## config.mk

```make
export PLATFORM = sky130hd
export DESIGN_NAME = sdram_port_arbiter
export DESIGN_NICKNAME = d
export VERILOG_FILES = /design/src/rtl/sdram_port_arbiter.sv
export SDC_FILE = /design/constraint.sdc
export NUM_CORES = 1
export LEC_CHECK = 0
export ABC_AREA = 1
export CELL_PAD_IN_SITES_DETAIL_PLACEMENT = 1
export CELL_PAD_IN_SITES_GLOBAL_PLACEMENT = 2
export CORE_UTILIZATION = 22
export CTS_CLUSTER_DIAMETER = 80
export DETAILED_ROUTE_END_ITERATION = 10
export PLACE_DENSITY = 0.89
export SLEW_MARGIN = 0
export SYNTH_ARGS = -nofsm -noshare
export SYNTH_HDL_FRONTEND = slang
export SYNTH_SLANG_ARGS = --single-unit
```

## constraint.sdc

```tcl
create_clock -name clk -period 3 [get_ports clk]
set_input_delay 0.75 -clock clk [delete_from_list [all_inputs] [get_ports clk]]
set_output_delay 0.75 -clock clk [all_outputs]
set_load 0.01 [all_outputs]
```

## src/rtl/sdram_port_arbiter.sv

```systemverilog
// Three-port arbiter in front of a single SDRAM controller command port.
// Port 0 (video) has fixed priority, limited by a run counter so the CPU and
// DMA ports cannot be starved. Ports 1 and 2 share round-robin. Only one
// transaction is in flight: IDLE picks a winner, BUSY holds the command until
// the controller acks, DONE pulses the winner's ack for one cycle.
module sdram_port_arbiter #(
  parameter int ADDR_WIDTH    = 24,
  parameter int DATA_WIDTH    = 32,
  parameter int VIDEO_MAX_RUN = 4
) (
  input  logic                    clk,
  input  logic                    reset_in,
  input  logic                    p0_req,
  input  logic [ADDR_WIDTH-1:0]   p0_addr,
  output logic                    p0_ack,
  input  logic                    p1_req,
  input  logic                    p1_wr,
  input  logic [ADDR_WIDTH-1:0]   p1_addr,
  input  logic [DATA_WIDTH-1:0]   p1_wdata,
  input  logic [DATA_WIDTH/8-1:0] p1_bytesel,
  output logic                    p1_ack,
  input  logic                    p2_req,
  input  logic                    p2_wr,
  input  logic [ADDR_WIDTH-1:0]   p2_addr,
  input  logic [DATA_WIDTH-1:0]   p2_wdata,
  input  logic [DATA_WIDTH/8-1:0] p2_bytesel,
  output logic                    p2_ack,
  output logic [DATA_WIDTH-1:0]   rdata,
  output logic                    ctrl_req,
  output logic                    ctrl_wr,
  output logic [ADDR_WIDTH-1:0]   ctrl_addr,
  output logic [DATA_WIDTH-1:0]   ctrl_wdata,
  output logic [DATA_WIDTH/8-1:0] ctrl_bytesel,
  input  logic                    ctrl_ack,
  input  logic [DATA_WIDTH-1:0]   ctrl_rdata,
  output logic [1:0]              grant,
  output logic                    busy
);

  localparam int BW    = DATA_WIDTH / 8;
  // A zero-length run limit still needs a 1-bit counter to keep widths legal.
  localparam int RUN_W = (VIDEO_MAX_RUN > 0) ? $clog2(VIDEO_MAX_RUN + 1) : 1;
  localparam logic [RUN_W-1:0] RUN_MAX = RUN_W'(VIDEO_MAX_RUN);

  typedef enum logic [1:0] {IDLE = 2'd0, BUSY = 2'd1, DONE = 2'd2} state_t;

  state_t                  state_q, state_d;
  logic [1:0]              grant_q, grant_d;
  logic                    wr_q, wr_d;
  logic [ADDR_WIDTH-1:0]   addr_q, addr_d;
  logic [DATA_WIDTH-1:0]   wdata_q, wdata_d;
  logic [BW-1:0]           bsel_q, bsel_d;
  logic [DATA_WIDTH-1:0]   rdata_q, rdata_d;
  logic [RUN_W-1:0]        run_q, run_d;
  logic [1:0]              rr_last_q, rr_last_d;

  logic       low_pend;
  logic       vid_block;
  logic [1:0] win;

  // Winner selection: video first unless its run limit is hit while a low port waits.
  always_comb begin
    low_pend  = p1_req | p2_req;
    vid_block = low_pend && (VIDEO_MAX_RUN != 0) && (run_q == RUN_MAX);
    win       = 2'd3;
    if (p0_req && !vid_block)  win = 2'd0;
    else if (p1_req && p2_req) win = (rr_last_q == 2'd1) ? 2'd2 : 2'd1;
    else if (p1_req)           win = 2'd1;
    else if (p2_req)           win = 2'd2;
  end

  // Next-state and command latching for the IDLE -> BUSY -> DONE cycle.
  always_comb begin
    state_d   = state_q;
    grant_d   = grant_q;
    wr_d      = wr_q;
    addr_d    = addr_q;
    wdata_d   = wdata_q;
    bsel_d    = bsel_q;
    rdata_d   = rdata_q;
    run_d     = run_q;
    rr_last_d = rr_last_q;
    case (state_q)
      IDLE: begin
        if (p0_req || p1_req || p2_req) begin
          state_d = BUSY;
          grant_d = win;
          case (win)
            2'd0: begin
              wr_d = 1'b0; addr_d = p0_addr; wdata_d = '0; bsel_d = '1;
            end
            2'd1: begin
              wr_d = p1_wr; addr_d = p1_addr; wdata_d = p1_wdata; bsel_d = p1_bytesel;
            end
            default: begin
              wr_d = p2_wr; addr_d = p2_addr; wdata_d = p2_wdata; bsel_d = p2_bytesel;
            end
          endcase
          if (win == 2'd0) begin
            // Count only video grants that made a low port wait; saturate.
            if (!low_pend)             run_d = '0;
            else if (run_q != RUN_MAX) run_d = run_q + RUN_W'(1);
          end else begin
            run_d     = '0;
            rr_last_d = win;
          end
        end
      end
      BUSY: begin
        if (ctrl_ack) begin
          rdata_d = ctrl_rdata;
          state_d = DONE;
        end
      end
      DONE: begin
        state_d = IDLE;
        grant_d = 2'd3;
      end
      default: begin
        state_d = IDLE;
        grant_d = 2'd3;
      end
    endcase
  end

  // State and latched command registers; reset drops everything at once.
  always_ff @(posedge clk or negedge reset_in) begin
    if (!reset_in) begin
      state_q   <= IDLE;
      grant_q   <= 2'd3;
      wr_q      <= 1'b0;
      addr_q    <= '0;
      wdata_q   <= '0;
      bsel_q    <= '0;
      rdata_q   <= '0;
      run_q     <= '0;
      rr_last_q <= 2'd2;
    end else begin
      state_q   <= state_d;
      grant_q   <= grant_d;
      wr_q      <= wr_d;
      addr_q    <= addr_d;
      wdata_q   <= wdata_d;
      bsel_q    <= bsel_d;
      rdata_q   <= rdata_d;
      run_q     <= run_d;
      rr_last_q <= rr_last_d;
    end
  end

  // Outputs decode straight from registers so ctrl_req falls with reset.
  always_comb begin
    ctrl_req     = (state_q == BUSY);
    busy         = (state_q != IDLE);
    p0_ack       = (state_q == DONE) && (grant_q == 2'd0);
    p1_ack       = (state_q == DONE) && (grant_q == 2'd1);
    p2_ack       = (state_q == DONE) && (grant_q == 2'd2);
    grant        = grant_q;
    ctrl_wr      = wr_q;
    ctrl_addr    = addr_q;
    ctrl_wdata   = wdata_q;
    ctrl_bytesel = bsel_q;
    rdata        = rdata_q;
  end

endmodule

```

==> out/qor.yml <==
cts:
  postCtsHoldBufs: 0
  cts_max_level: 3
  clk_latency_ns: 0.35
  clk_pin_slew_ns: 0.08
  cts_root_buf: "clkbuf_16"
  cts_tree: "built"
  cts_buffers: 9
  cts.path.max_buffers: 2
  post_cts_buffers: 0
  clock-sinks: 102
  cts_resized: 0
critical_path:
  cp-start-kind: "register"
  startpoint: "grant[0]"
  regToRegStartpoint: "run_q[0]"
  setup.worst_path.class: "register to output pin"
  cp-end-kind: "output pin"
  critPathRequiredTime_ns: 2.25
  ff2ff_setup_slack_ns: 1.10
  arrival_ns: 1.93
  crit_end: "p1_ack"
  r2r_cells: 10
  r2r_end: "ctrl_bytesel[3]"
  cp_max_fo: 4
placement:
  portBuffers: 283
  dp.cells: 1265
  dp_hpwl_mm: 15.2
  place.gp.congestion: 0.765
synth:
  synthTopCellsByArea: "dfrtp_1 (47%), nand2_1 (25%), nand3_1 (9.2%)"
  ys_ff_latch: 102
  synth_warnings: 0
  async_reset_ff_share_pct: 100
  synthFlopType: "dfrtp_1"
  synthesis.area_mm2: 0.00526
  synthDistinctLibCells: 26
  synth_edf_count: 0
  synthCells: 698
  synth_nets: 884
  synth_top_area_share_pct: 47.1
  seq_area_frac_synth_pct: 48.6
  synthTopCellsByCount: "nand2_1 (349), dfrtp_1 (99), nand3_1 (97), nand3b_1 (47), buf_2 (18)"
  yosysMostFrequentCell: "nand2_1"
  synth_top_area_cell: "dfrtp_1"
  syn_area_per_cell_um2: 7.54
die:
  ios: 284
  fp.dieArea_mm2: 0.0245
  start_util_pct: 22.4
  rows: 56
  fp.dieH_um: 157
  core_area_mm2: 0.0235
  die_width_um: 157
pwr:
  power_frac_clock_pct: 17.6
  p_sw_share_pct: 38.2
  internal_power_mw: 4.60
  peakVddDrop_mv: 0.335
  power_density_mw_per_mm2: 856
  power.switching_mw: 2.84
  power_frac_seq_pct: 32.7
  finalPower_mw: 7.44
  combPwrFrac_pct: 49.7
  leakagePower_nw: 4.09
routing:
  vias_per_cell: 4.41
  drtAntennaViolNets: 0
  drc_errors: 0
  wl_per_cell_um: 16.2
  first_pass_iters: 6
  first_iter_violations: 259
  routed_wl_mm: 20.8
  vias: 5645
timing:
  fin_crit_sh_pct: 89.3
  skew_ns: 0.0102
  tightest_slew_ns: 0.693
  maxSlewHeadroom_pct: 53.8
  hold_viol_final: 0
  holdWs_ns: 0.395
  fin_crit_ns: 2.68
  finalSetupViolations: 0
  fmax_mhz: 373
  tns_ns: 0
  rsz0062_at_grt: "no"
  slew_violations: 0
global_routing:
  grt_pass1_wl_mm: 32.0
  grt_usage_pct: 17.1
  antenna_found_initial: 1
  grt_overflow: 0
  grt_max_degree: 63
  grt_pass1_vias: 5826
cells_and_area:
  insertedDiodeCount: 0
  areaGrowthSynthToFinish_pct: 65.1
  fillers: 2800
  stdcell_count: 1281
  nets: 1143
  seq_area_mm2: 0.00256
  drive_gt1_share_pct: 4.26
  multiInputGateArea_mm2: 0.00237
  final_core_util_pct: 37.0
run_status:
  outcome: "finished clean"
min_path:
  hold_class: "input pin to async pin"
flow_run:
  drv_cap: 0
-- worst min path at each step --
stage	startpoint	endpoint	depth (start not counted)
final	reset_in	ctrl_addr[18]	1
after global routing	reset_in	ctrl_addr[18]	1
after CTS	reset_in	ctrl_addr[18]	1
after detailed placement	rdata[15]	rdata[15]	2
after global placement	rdata[12]	rdata[12]	2
after floorplan	reset_in	ctrl_addr[0]	0
-- worst max-delay path, cell delays in order, from the launching register on --
cell,delay (ns)
dfstp_2,0.57
inv_1,0.06
nor3_1,0.34
clkdlybuf4s50_1,0.61
-- through the flow --
stage          area (µm²)  setup WS (ns)
6_report             8690          0.321
5_1_grt              8690          0.293
4_1_cts              8690          0.308
3_5_place_dp         8360          0.316
3_3_place_gp         8360          0.366
2_1_floorplan        5260           1.35
-- cell usage in the layout (no fill, tap or decap), types with 2 or more instances in the layout --
cell and count:
nand4_1 2, o21ai_1 9, nor3_1 2, inv_1 15, bufinv_16 2, nand2_2 3
buf_4 8, buf_12 4, nand3_1 97, clkbuf_16 9, dfstp_2 3, nor2_2 2
nand3b_1 47, nand2_1 349, dfrtp_1 99, ha_1 2, inv_2 2, a21oi_1 5
o21ai_0 2, clkdlybuf4s50_1 282, nand2_4 2, nor2_1 7
-- flip-flops by register name, summed over array words and instances (netlist names) --
register and cells:
rdata 32, state_q 2, ctrl_bytesel 4, rr_last_q 2, run_q 3, ctrl_wr 1
ctrl_wdata 32, grant 2, ctrl_addr 24
-- metal layers --
| layer | vias to the layer above | routed length, µm | part of all wire [%] | GRT usage, % |
|---|---|---|---|---|
| met3 | 12 | 2120 | 10 | 6.92 |
| met4 | 2 | 153 | 0.74 | 3.45 |
| met2 | 214 | 9810 | 47 | 29.3 |
| li1 | 2729 | - | - | - |
| met1 | 2688 | 8680 | 42 | 20.0 |
| met5 | - | 12 | 0.058 | 0 |
-- cell families after synthesis --
kind of cell    count (synthesis)  share of synthesized area (%)
buf+inv                        65                           6.47
simple gates                  512                           42.8
flops                         102                           48.6
compound gates                 17                           1.66
fa+ha+maj                       2                          0.476
-- cell type report --
class / count / area share (%)
inverter: 19 / 0.850
clock inverter: 5 / 0.951
multi-input combinational: 531 / 27.3
tap: 319 / 4.59
sequential: 102 / 29.4
clock buffer: 11 / 2.79
timing repair buffer: 294 / 34.1
-- power by group through the flow --
stage | clock network (mW) | logic (mW) | registers (mW)
finish | 1.31 | 3.69 | 2.43
floorplan | 0 | 1.42 | 2.68
global placement | 0 | 3.71 | 2.44
global route | 1.41 | 4.10 | 2.52
CTS | 1.36 | 3.79 | 2.44
detailed placement | 0 | 3.78 | 2.45
No activity file was read; power rests on OpenSTA's default activity.
==> edit: new RTL, same flow settings <==
Set the parameter `VIDEO_MAX_RUN` to 16 (it was 4).
--- a/src/rtl/sdram_port_arbiter.sv
+++ b/src/rtl/sdram_port_arbiter.sv
@@ -8,3 +8,3 @@
   parameter int DATA_WIDTH    = 32,
-  parameter int VIDEO_MAX_RUN = 4
+  parameter int VIDEO_MAX_RUN = 16
 ) (
Formal check against the unedited RTL: same outputs for any inputs over 4 cycles, from zero or initial values and one cycle with reset_in low; that may be too few to reach the edited logic, so the function may still have changed.
==> edit against the unedited design <==
  * Area after synthesis is 3.8% higher
  * Highest routed layer is now met4
  * Utilization is 0.53 points lower
  * Power is 2.5% lower
  * Sequential cell count is 2 higher
  * Worst setup slack better by 170 ps
  * Routed wire length is 3.3% higher
  * Final area is 2.1% higher
==> edit: results (changes against the unedited design) <==
[pwr]
switching_share_pct = 38.05  ; -0.15 points
leakagePower_uw = 0.004134  ; +1.0%
max-vdd-ir-drop_uv = 279.4  ; -16%
p_clk_uw = 1180  ; -9.9%
p_clk_share_pct = 16.3  ; -1.3 points

[sta]
finClkSkew_ps = 5.119  ; -5.072 ps
relSlewSlack_pct = 56.83  ; +3.1 points
hold_slack_ps = 403.0  ; +8.150 ps
min_period_over_period_pct = 83.60  ; -5.7 points

[critical_path]
worstPathArrival_ps = 1760  ; -170 ps
ff2ff_setup_slack_ps = 1160  ; +60 ps
cp-endpoint = p2_ack
startpoint = grant[1]$_DFFE_PN1P_
r2r-end = ctrl_bytesel[0]$_DFFE_PN0P_

[grt]
grt_pass1_wl_um = 34440  ; +7.6%
antenna_found_initial = 0  ; -1
grt_max_degree = 48  ; -24%
first_global_vias = 6067  ; +4.1%
gr-usage-all-layers_pct = 17.23  ; +0.14 points

[final_layout]
fill_cells = 2878  ; +2.8%
nets = 1148  ; +0.44%
stdcell_count = 1291  ; +0.78%
drive_gt1_share_pct = 5.791  ; +1.5 points

[place]
gp_congestion = 0.7628  ; -0.29%
place_hpwl_um = 15840  ; +4.0%

[detailed_routing]
firstDrtPassIters = 7  ; +1
drtIter0Drc = 255  ; -1.5%
viasPerCell = 4.407  ; about the same

[synthesis]
netlist_instances = 697  ; -0.14%
synth_commonest_cells = nand2_1 (268), dfrtp_1 (101), nand3_1 (90)
synth_cell_types = 28  ; +7.7%
synth_nets = 883  ; -0.11%
synthTopCellsByArea = dfrtp_1 (46%), nand2_1 (18%), nand3_1 (8.3%)
ys_seq_area_share_pct = 47.74  ; -0.84 points

[outcome]
outcome = completed

## edit: changes by cell type after synthesis, moves of 6 or more
cell,before,now
inv_1,15,57
buf_6,4,10
nor2_1,7,13
nand2_1,349,268
nand4_1,2,31
nand3_1,97,90
## edit: logic make-up (layout without fill, tap and decap cells)
group                    Yosys count  after routing  share of synthesized area, %
AND/OR/NAND/NOR                  467            467                         40.43
buffers and inverters            109            379                         9.787
adder cells (fa/ha/maj)            2              2                        0.4583
flip-flops                       104            104                         47.74
AO/OA/AOI/OAI                     13             13                         1.261
XOR/XNOR                           2              2                        0.3209
## edit: cell type report
class	instances	area, um^2	share of cell area [%]
clock buffers	13	270.3	3.046
clock inverters	3	25.02	0.2820
inverters	63	239.0	2.694
multi-input cells	484	2318	26.13
flip-flops and latches	104	2606	29.38
well taps	324	405.4	4.569
repair buffers	300	3008	33.90
## edit: metal layers
layer  wire (um)  global-route usage [%]
met3        1141                   3.543
met2       10710                   30.17
met5           0                       0
met1        9121                   20.90
met4         493                   5.857
